`src/rtl/fp_mul_if.sv`:
```
// Operand/result handshake bundle for the iterative floating-point multiplier.
// The master side issues operands and accepts results; the slave side is the multiplier.
interface fp_mul_if #(
  parameter int EXP_W = 5,
  parameter int MAN_W = 10
);
  localparam int W = 1 + EXP_W + MAN_W;

  logic         in_valid;
  logic         in_ready;
  logic [W-1:0] in_a;
  logic [W-1:0] in_b;
  logic         out_valid;
  logic         out_ready;
  logic [W-1:0] out_p;
  logic [3:0]   out_flags;

  modport master (
    output in_valid, in_a, in_b, out_ready,
    input  in_ready, out_valid, out_p, out_flags
  );

  modport slave (
    input  in_valid, in_a, in_b, out_ready,
    output in_ready, out_valid, out_p, out_flags
  );
endinterface

```
`src/rtl/fp_mul_iter.sv`:
```
// Multi-cycle IEEE-754-style multiplier: radix-4 Booth mantissa engine (one digit per clock)
// followed by a single normalise/round/pack stage. Subnormals flush to zero; RNE rounding.
module fp_mul_iter #(
  parameter int EXP_W = 5,
  parameter int MAN_W = 10
) (
  input logic     clk,
  input logic     rst,
  fp_mul_if.slave bus
);
  localparam int W     = 1 + EXP_W + MAN_W;
  localparam int BIAS  = (1 << (EXP_W - 1)) - 1;
  localparam int NIT   = (MAN_W + 3) / 2;
  localparam int PW    = 2 * (MAN_W + 1);
  localparam int ACC_W = MAN_W + 2 * NIT + 4;
  localparam int MB_W  = 2 * NIT + 1;
  localparam int EW    = EXP_W + 2;
  localparam int CNT_W = $clog2(NIT + 1);

  localparam logic [EXP_W-1:0] EXP_ONES = '1;
  localparam logic [EW-1:0]    EXP_MAX  = EW'((1 << EXP_W) - 1);
  localparam logic [W-1:0]     QNAN     = {1'b0, EXP_ONES, 1'b1, {(MAN_W-1){1'b0}}};

  typedef enum logic [1:0] {IDLE, MUL, NORM, DONE} state_t;

  state_t                   state_q, state_d;
  logic [CNT_W-1:0]         cnt_q, cnt_d;
  logic [W-1:0]             a_q, a_d;
  logic [W-1:0]             b_q, b_d;
  logic [MB_W-1:0]          mb_q, mb_d;
  logic signed [ACC_W-1:0]  acc_q, acc_d;
  logic                     in_ready_q, in_ready_d;
  logic                     out_valid_q, out_valid_d;
  logic [W-1:0]             out_p_q, out_p_d;
  logic [3:0]               out_flags_q, out_flags_d;

  logic [EXP_W-1:0]         a_exp, b_exp;
  logic                     a_nan, b_nan, a_inf, b_inf, a_zero, b_zero, sign;
  logic [PW-1:0]            prod;
  logic [PW-2:0]            norm;
  logic                     guard, rnd, sticky;
  logic [MAN_W:0]           rounded;
  logic signed [EW-1:0]     exp_r;
  logic [W-1:0]             res;
  logic [3:0]               res_flags;
  logic                     acc_hi_unused;

  // Radix-4 Booth digit selection: {0, +-M, +-2M} from a multiplier triplet.
  function automatic logic signed [ACC_W-1:0] booth_pp(input logic [2:0] trip,
                                                       input logic [MAN_W:0] m);
    logic signed [ACC_W-1:0] mm;
    mm = signed'({{(ACC_W-MAN_W-1){1'b0}}, m});
    case (trip)
      3'b001, 3'b010: booth_pp = mm;
      3'b011:         booth_pp = mm <<< 1;
      3'b100:         booth_pp = -(mm <<< 1);
      3'b101, 3'b110: booth_pp = -mm;
      default:        booth_pp = '0;
    endcase
  endfunction

  // Round-to-nearest-even; MSB of the result is the carry out of the fraction.
  function automatic logic [MAN_W:0] rne_round(input logic [MAN_W-1:0] frac,
                                               input logic g, input logic r, input logic s);
    logic up;
    up = g & (r | s | frac[0]);
    rne_round = {1'b0, frac} + {{MAN_W{1'b0}}, up};
  endfunction

  // Saturate out-of-range exponents to Inf / flushed zero, else pack a normal result.
  function automatic logic [W+3:0] sat_pack(input logic s, input logic signed [EW-1:0] e,
                                            input logic [MAN_W-1:0] f, input logic inexact);
    if (!e[EW-1] && ($unsigned(e) >= EXP_MAX))
      sat_pack = {4'b0101, s, EXP_ONES, {MAN_W{1'b0}}};
    else if (e[EW-1] || (e == '0))
      sat_pack = {4'b0011, s, {(W-1){1'b0}}};
    else
      sat_pack = {3'b000, inexact, s, e[EXP_W-1:0], f};
  endfunction

  assign acc_hi_unused = ^acc_q[ACC_W-1:PW];

  always_comb begin
    a_exp  = a_q[W-2:MAN_W];
    b_exp  = b_q[W-2:MAN_W];
    a_nan  = (&a_exp) && (|a_q[MAN_W-1:0]);
    b_nan  = (&b_exp) && (|b_q[MAN_W-1:0]);
    a_inf  = (&a_exp) && !(|a_q[MAN_W-1:0]);
    b_inf  = (&b_exp) && !(|b_q[MAN_W-1:0]);
    a_zero = !(|a_exp);
    b_zero = !(|b_exp);
    sign   = a_q[W-1] ^ b_q[W-1];

    // Product lies in [1,4); normalise so the hidden one falls just above norm.
    prod    = acc_q[PW-1:0];
    norm    = prod[PW-1] ? prod[PW-2:0] : {prod[PW-3:0], 1'b0};
    guard   = norm[MAN_W];
    rnd     = norm[MAN_W-1];
    sticky  = |norm[MAN_W-2:0];
    rounded = rne_round(norm[PW-2:MAN_W+1], guard, rnd, sticky);
    exp_r   = EW'(a_exp) + EW'(b_exp) - EW'(BIAS) + EW'(prod[PW-1]) + EW'(rounded[MAN_W]);

    if (a_nan || b_nan || (a_inf && b_zero) || (b_inf && a_zero))
      {res_flags, res} = {4'b1000, QNAN};
    else if (a_inf || b_inf)
      {res_flags, res} = {4'b0000, sign, EXP_ONES, {MAN_W{1'b0}}};
    else if (a_zero || b_zero)
      {res_flags, res} = {4'b0000, sign, {(W-1){1'b0}}};
    else
      {res_flags, res} = sat_pack(sign, exp_r, rounded[MAN_W-1:0], guard | rnd | sticky);
  end

  always_comb begin
    state_d     = state_q;
    cnt_d       = cnt_q;
    a_d         = a_q;
    b_d         = b_q;
    mb_d        = mb_q;
    acc_d       = acc_q;
    in_ready_d  = in_ready_q;
    out_valid_d = out_valid_q;
    out_p_d     = out_p_q;
    out_flags_d = out_flags_q;
    case (state_q)
      IDLE: begin
        if (bus.in_valid) begin
          a_d        = bus.in_a;
          b_d        = bus.in_b;
          mb_d       = MB_W'({2'b01, bus.in_b[MAN_W-1:0], 1'b0});
          acc_d      = '0;
          cnt_d      = '0;
          in_ready_d = 1'b0;
          state_d    = MUL;
        end
      end
      MUL: begin
        // mb_q[2:0] is the current triplet; the multiplier shifts down one digit per step.
        acc_d = acc_q + (booth_pp(mb_q[2:0], {1'b1, a_q[MAN_W-1:0]}) <<< {cnt_q, 1'b0});
        mb_d  = mb_q >> 2;
        cnt_d = cnt_q + 1'b1;
        if (cnt_q == CNT_W'(NIT - 1))
          state_d = NORM;
      end
      NORM: begin
        out_p_d     = res;
        out_flags_d = res_flags;
        out_valid_d = 1'b1;
        state_d     = DONE;
      end
      DONE: begin
        if (bus.out_ready) begin
          out_valid_d = 1'b0;
          in_ready_d  = 1'b1;
          state_d     = IDLE;
        end
      end
      default: state_d = IDLE;
    endcase
  end

  always_ff @(posedge clk) begin
    if (rst) begin
      state_q     <= IDLE;
      cnt_q       <= '0;
      a_q         <= '0;
      b_q         <= '0;
      mb_q        <= '0;
      acc_q       <= '0;
      in_ready_q  <= 1'b1;
      out_valid_q <= 1'b0;
      out_p_q     <= '0;
      out_flags_q <= '0;
    end else begin
      state_q     <= state_d;
      cnt_q       <= cnt_d;
      a_q         <= a_d;
      b_q         <= b_d;
      mb_q        <= mb_d;
      acc_q       <= acc_d;
      in_ready_q  <= in_ready_d;
      out_valid_q <= out_valid_d;
      out_p_q     <= out_p_d;
      out_flags_q <= out_flags_d;
    end
  end

  assign bus.in_ready  = in_ready_q;
  assign bus.out_valid = out_valid_q;
  assign bus.out_p     = out_p_q;
  assign bus.out_flags = out_flags_q;
endmodule
```
`src/flat_wrapper.sv`:
```
// flat-port wrapper written by rule: the top's interface ports become plain ports
module fp_mul_iter_flat 
#(
  parameter int EXP_W = 5,
  parameter int MAN_W = 10
)
  (clk, rst, bus_in_valid, bus_in_a, bus_in_b, bus_out_ready, bus_in_ready, bus_out_valid, bus_out_p, bus_out_flags);
  fp_mul_if #(.EXP_W(EXP_W), .MAN_W(MAN_W)) bus_i ();
  input logic clk;
  input logic rst;
  input wire logic [$bits(bus_i.in_valid)-1:0] bus_in_valid;
  input wire logic [$bits(bus_i.in_a)-1:0] bus_in_a;
  input wire logic [$bits(bus_i.in_b)-1:0] bus_in_b;
  input wire logic [$bits(bus_i.out_ready)-1:0] bus_out_ready;
  output wire logic [$bits(bus_i.in_ready)-1:0] bus_in_ready;
  output wire logic [$bits(bus_i.out_valid)-1:0] bus_out_valid;
  output wire logic [$bits(bus_i.out_p)-1:0] bus_out_p;
  output wire logic [$bits(bus_i.out_flags)-1:0] bus_out_flags;
  assign bus_i.in_valid = bus_in_valid;
  assign bus_i.in_a = bus_in_a;
  assign bus_i.in_b = bus_in_b;
  assign bus_i.out_ready = bus_out_ready;
  assign bus_in_ready = bus_i.in_ready;
  assign bus_out_valid = bus_i.out_valid;
  assign bus_out_p = bus_i.out_p;
  assign bus_out_flags = bus_i.out_flags;
  fp_mul_iter #(.EXP_W(EXP_W), .MAN_W(MAN_W)) u_core (.clk(clk), .rst(rst), .bus(bus_i));
endmodule
```
`config.mk`:
```
export PLATFORM = sky130hd
export DESIGN_NAME = fp_mul_iter_flat
export DESIGN_NICKNAME = d
export VERILOG_FILES = /design/src/rtl/fp_mul_if.sv /design/src/rtl/fp_mul_iter.sv /design/src/flat_wrapper.sv
export SDC_FILE = /design/constraint.sdc
export NUM_CORES = 1
export LEC_CHECK = 0
export ABC_AREA = 1
export BUFFER_PORTS_ARGS = -buffer_cell sky130_fd_sc_hd__clkbuf_2
export CORE_ASPECT_RATIO = 1.4
export CORE_MARGIN = 2
export CORE_UTILIZATION = 52
export DETAILED_ROUTE_END_ITERATION = 8
export GPL_TIMING_DRIVEN = 0
export HOLD_SLACK_MARGIN = 0.02
export PLACE_DENSITY = 0.7
export SYNTH_ARGS = -nofsm -noshare
export SYNTH_HDL_FRONTEND = slang
export SYNTH_SLANG_ARGS = --single-unit
```
`constraint.sdc`:
```
create_clock -name clk -period 3.96 [get_ports clk]
set_input_delay 0.594 -clock clk [delete_from_list [all_inputs] [get_ports clk]]
set_output_delay 0.594 -clock clk [all_outputs]
set_load 0.05 [all_outputs]
```
==> impl_metrics.json <==
{
  "status": "complete, no violations",
  "worstMarginPinSlew_ns": 0.907,
  "core_area_mm2": 0.0119,
  "grt_first_pass_wirelength_um": 27200,
  "cp-start-kind": "register",
  "fin_skew_ns": 0.0107,
  "clk_latency_ns": 0.35,
  "pre_cts_ws_ns": 0.0191,
  "ys.flop_type": "dfxtp_1",
  "wire_per_inst_um": 14.1,
  "grt_start_max_net_pins": 18,
  "dp_hpwl_um": 13000,
  "antenna_found_initial": 0,
  "rows": 47,
  "path_buf_inv": 2,
  "relSlewSlack_pct": 39.3,
  "worstPathMaxFanout": 4,
  "cts-root-buf": "clkbuf_16",
  "r2r-start": "u_core.a_q[1]",
  "powerDensity_mw_per_mm2": 667,
  "synthCells": 978,
  "finalCriticalPeriod_ns": 3.63,
  "ys_seq_area_share_pct": 29.2,
  "drive_above_1_share_pct": 13.9,
  "critPathMaxStageDelay_ns": 0.36,
  "min_from": "u_core.bus.out_p[4]",
  "setup_violations": 0,
  "setup_ws_ns": 0.328,
  "track_usage_pct": 25.1,
  "gp_congestion": 0.923,
  "chipWidth_um": 97.6,
  "crit_slowest_cell": "ha_1",
  "overflow": 0,
  "synthArstFlopShare_pct": 0,
  "syn_area_mm2": 0.00638,
  "required_ns": 4.23,
  "placed_area_mm2": 0.00685,
  "ant_nets": 0,
  "vias": 6531,
  "drtIter0Drc": 268,
  "cts_tree": "yes",
  "ys_seq_elements": 93,
  "fillers": 1159,
  "drt-total-wl_um": 16900,
  "io_buffer_count": 56,
  "cap_violations": 0,
  "syn_nets": 1060,
  "end_kind": "register",
  "avgSynthCellArea_um2": 6.53,
  "worstSetupPathType": "register to register",
  "cpLargestDelayFamily": "compound AO/OA/AOI/OAI gates",
  "fin_area_mm2": 0.00729,
  "hold_path_class": "register to register",
  "ir_worst_vdd_mv": 0.317,
  "route.detailed.drc": 0,
  "cp.arrival_ns": 3.91,
  "dp_cells": 1181,
  "htreeDepth": 3,
  "start_util_pct": 53.7,
  "routed_via_density": 5.43,
  "yosys_warnings": 0,
  "synth.distinct_cells": 48,
  "synth_edf_count": 0,
  "rsz0062_at_grt": "true",
  "cts.sinks": 93,
  "post-route-period-util_pct": 91.7,
  "cts.reportedPaths.clkPinSlew_ns": 0.07,
  "cts_made_buffers": 9,
  "path_cells": "inv_1, ha_2, inv_1, nor2_1, nor2_1, a22oi_1, o221ai_1, o21ai_1, or2_2, nor2_1, ha_1, nand3_1, nand2_1, a21boi_2, o21ai_0, a21oi_2, o21bai_2, nand3_1, nand3_1, nand3_1, a21oi_1",
  "cp_common_cell": "nand3_1",
  "dieArea_mm2": 0.0132,
  "clockBufferDepth": 2,
  "fin_nets": 1133,
  "syn_to_final_growth_pct": 14.2,
  "grt_pass1_vias": 5847,
  "slew_violations": 0,
  "die_h_um": 135,
  "num_antenna_cells": 0,
  "final_cells": 1203,
  "worstSetupStartpoint": "u_core.a_q[1]",
  "leakagePower_nw": 3.33,
  "firstDrtPassIters": 5,
  "timing.fmax_mhz": 275,
  "ioPinCount": 58,
  "hold_violations": 0
}
## cell type report
type	instances	area, µm²	share of cell area (%)
flip-flops and latches	93	1870	25.6
repair buffers	61	318	4.36
clock inverters	7	57.6	0.789
plain buffers	36	149	2.04
well taps	147	184	2.52
inverters	111	417	5.71
multi-input cells	739	4080	55.9
clock buffers	9	225	3.09
## worst register-to-register path: stages (launching register included)
cell and delay, ns:
dfxtp_1 0.32, inv_1 0.11, ha_2 0.20, inv_1 0.04
nor2_1 0.16, nor2_1 0.09, a22oi_1 0.17, o221ai_1 0.17
o21ai_1 0.22, or2_2 0.18, nor2_1 0.05, ha_1 0.36
nand3_1 0.09, nand2_1 0.15, a21boi_2 0.10, o21ai_0 0.34
a21oi_2 0.15, o21bai_2 0.23, nand3_1 0.13, nand3_1 0.09
nand3_1 0.08, a21oi_1 0.14
## repair_timing
item	CTS	global route
gates cloned	0	1
resized for setup	1	40
pin swaps	0	8
hold buffers	0	0
setup endpoints to repair	2	30
buffers inserted	0	5
## cell usage after synthesis (2+ instances only)
cell,count,area share (%)
inv_2,6,0.35
a21o_1,3,0.35
nor2_1,88,5.2
or2_2,12,1.2
a31oi_1,11,1.1
nand2_2,2,0.20
a41oi_1,2,0.27
clkinv_1,4,0.24
inv_1,101,5.9
nor2_4,2,0.35
nand2_1,218,13
mux2i_1,3,0.47
ha_1,43,8.4
a21oi_1,106,8.3
buf_2,4,0.31
a21oi_2,3,0.41
nand4_1,11,1.1
xor2_1,8,1.1
nor3_1,14,1.1
nand3_1,57,4.5
o22ai_1,8,0.78
o21ai_4,2,0.51
fa_1,3,0.94
o21ai_1,3,0.24
clkbuf_1,31,1.8
o21a_1,2,0.24
o2111ai_1,4,0.55
dfxtp_1,93,29
a211oi_1,3,0.35
xnor2_1,3,0.41
o211ai_1,2,0.24
o21ai_0,106,8.3
nor2_2,5,0.49
## report_power, final
part           internal [mW]  total (mW)  leakage, nW  switching, mW
sequential              1.14        1.31        0.761          0.165
combinational          0.889        2.71         2.44           1.82
clock                  0.435       0.847        0.134          0.412
total                   2.47        4.86         3.33           2.40
## cell usage in the layout (no fill, tap or decap), types with 11 or more instances in the layout
cell type / Yosys / routed
nand4_1: 11 / 11
o21ai_0: 106 / 99
clkbuf_2: 0 / 56
nand2_1: 218 / 214
dfxtp_1: 93 / 92
a21oi_1: 106 / 99
nor2_1: 88 / 85
inv_1: 101 / 101
nand3_1: 57 / 56
nor3_1: 14 / 13
ha_1: 43 / 41
clkbuf_1: 31 / 31
or2_2: 12 / 12
## logic make-up after synthesis
family	Yosys count	synth area share (%)
mux	3	0.470
xor+xnor	13	2.20
flops	93	29.2
buf+inv	147	8.72
fa+ha+maj	46	9.37
simple gates	415	27.6
compound gates	261	22.5
## registers in the layout (all words and copies together), names as in the netlist
register and flops:
u_core.acc_q 22, u_core.a_q 16, u_core.b_q 16, u_core.bus.out_p 16, u_core.mb_q 12, u_core.bus.out_flags 4
u_core.cnt_q 3, u_core.state_q 2, u_core.bus.in_ready 1, u_core.bus.out_valid 1
## metal layers
| layer | share of wire [%] | up-vias | track usage, % |
|---|---|---|---|
| met5 | 0 | - | 0 |
| met1 | 44 | 2961 | 31.0 |
| met2 | 51 | 135 | 46.0 |
| met4 | 2.1 | 0 | 8.41 |
| met3 | 2.9 | 23 | 2.07 |
| li1 | - | 3412 | - |
## final timing paths
| check | end | slack, ns | cells past startpoint |
|---|---|---|---|
| worst max-delay path | u_core.acc_q[17] | 0.33 | 21 |
| worst min-delay path | u_core.bus.out_p[4] | 0.46 | 2 |
| worst max register to register | u_core.acc_q[17] | 0.33 | 21 |
| worst min register to register | u_core.bus.out_p[4] | 0.46 | 2 |
## per-stage QoR
stage                     power, mW  hold WS, ns  util [%]  TNS, ns
after floorplan                3.27        0.430         -        0
after global placement         3.87        0.443      57.6        0
after detailed placement       3.90        0.456      57.6        0
after CTS                      4.77        0.468      60.1        0
after global routing           5.27        0.488      61.4  -0.0377
final                          4.86        0.465      61.4        0
(Power assumes the default switching activity.)
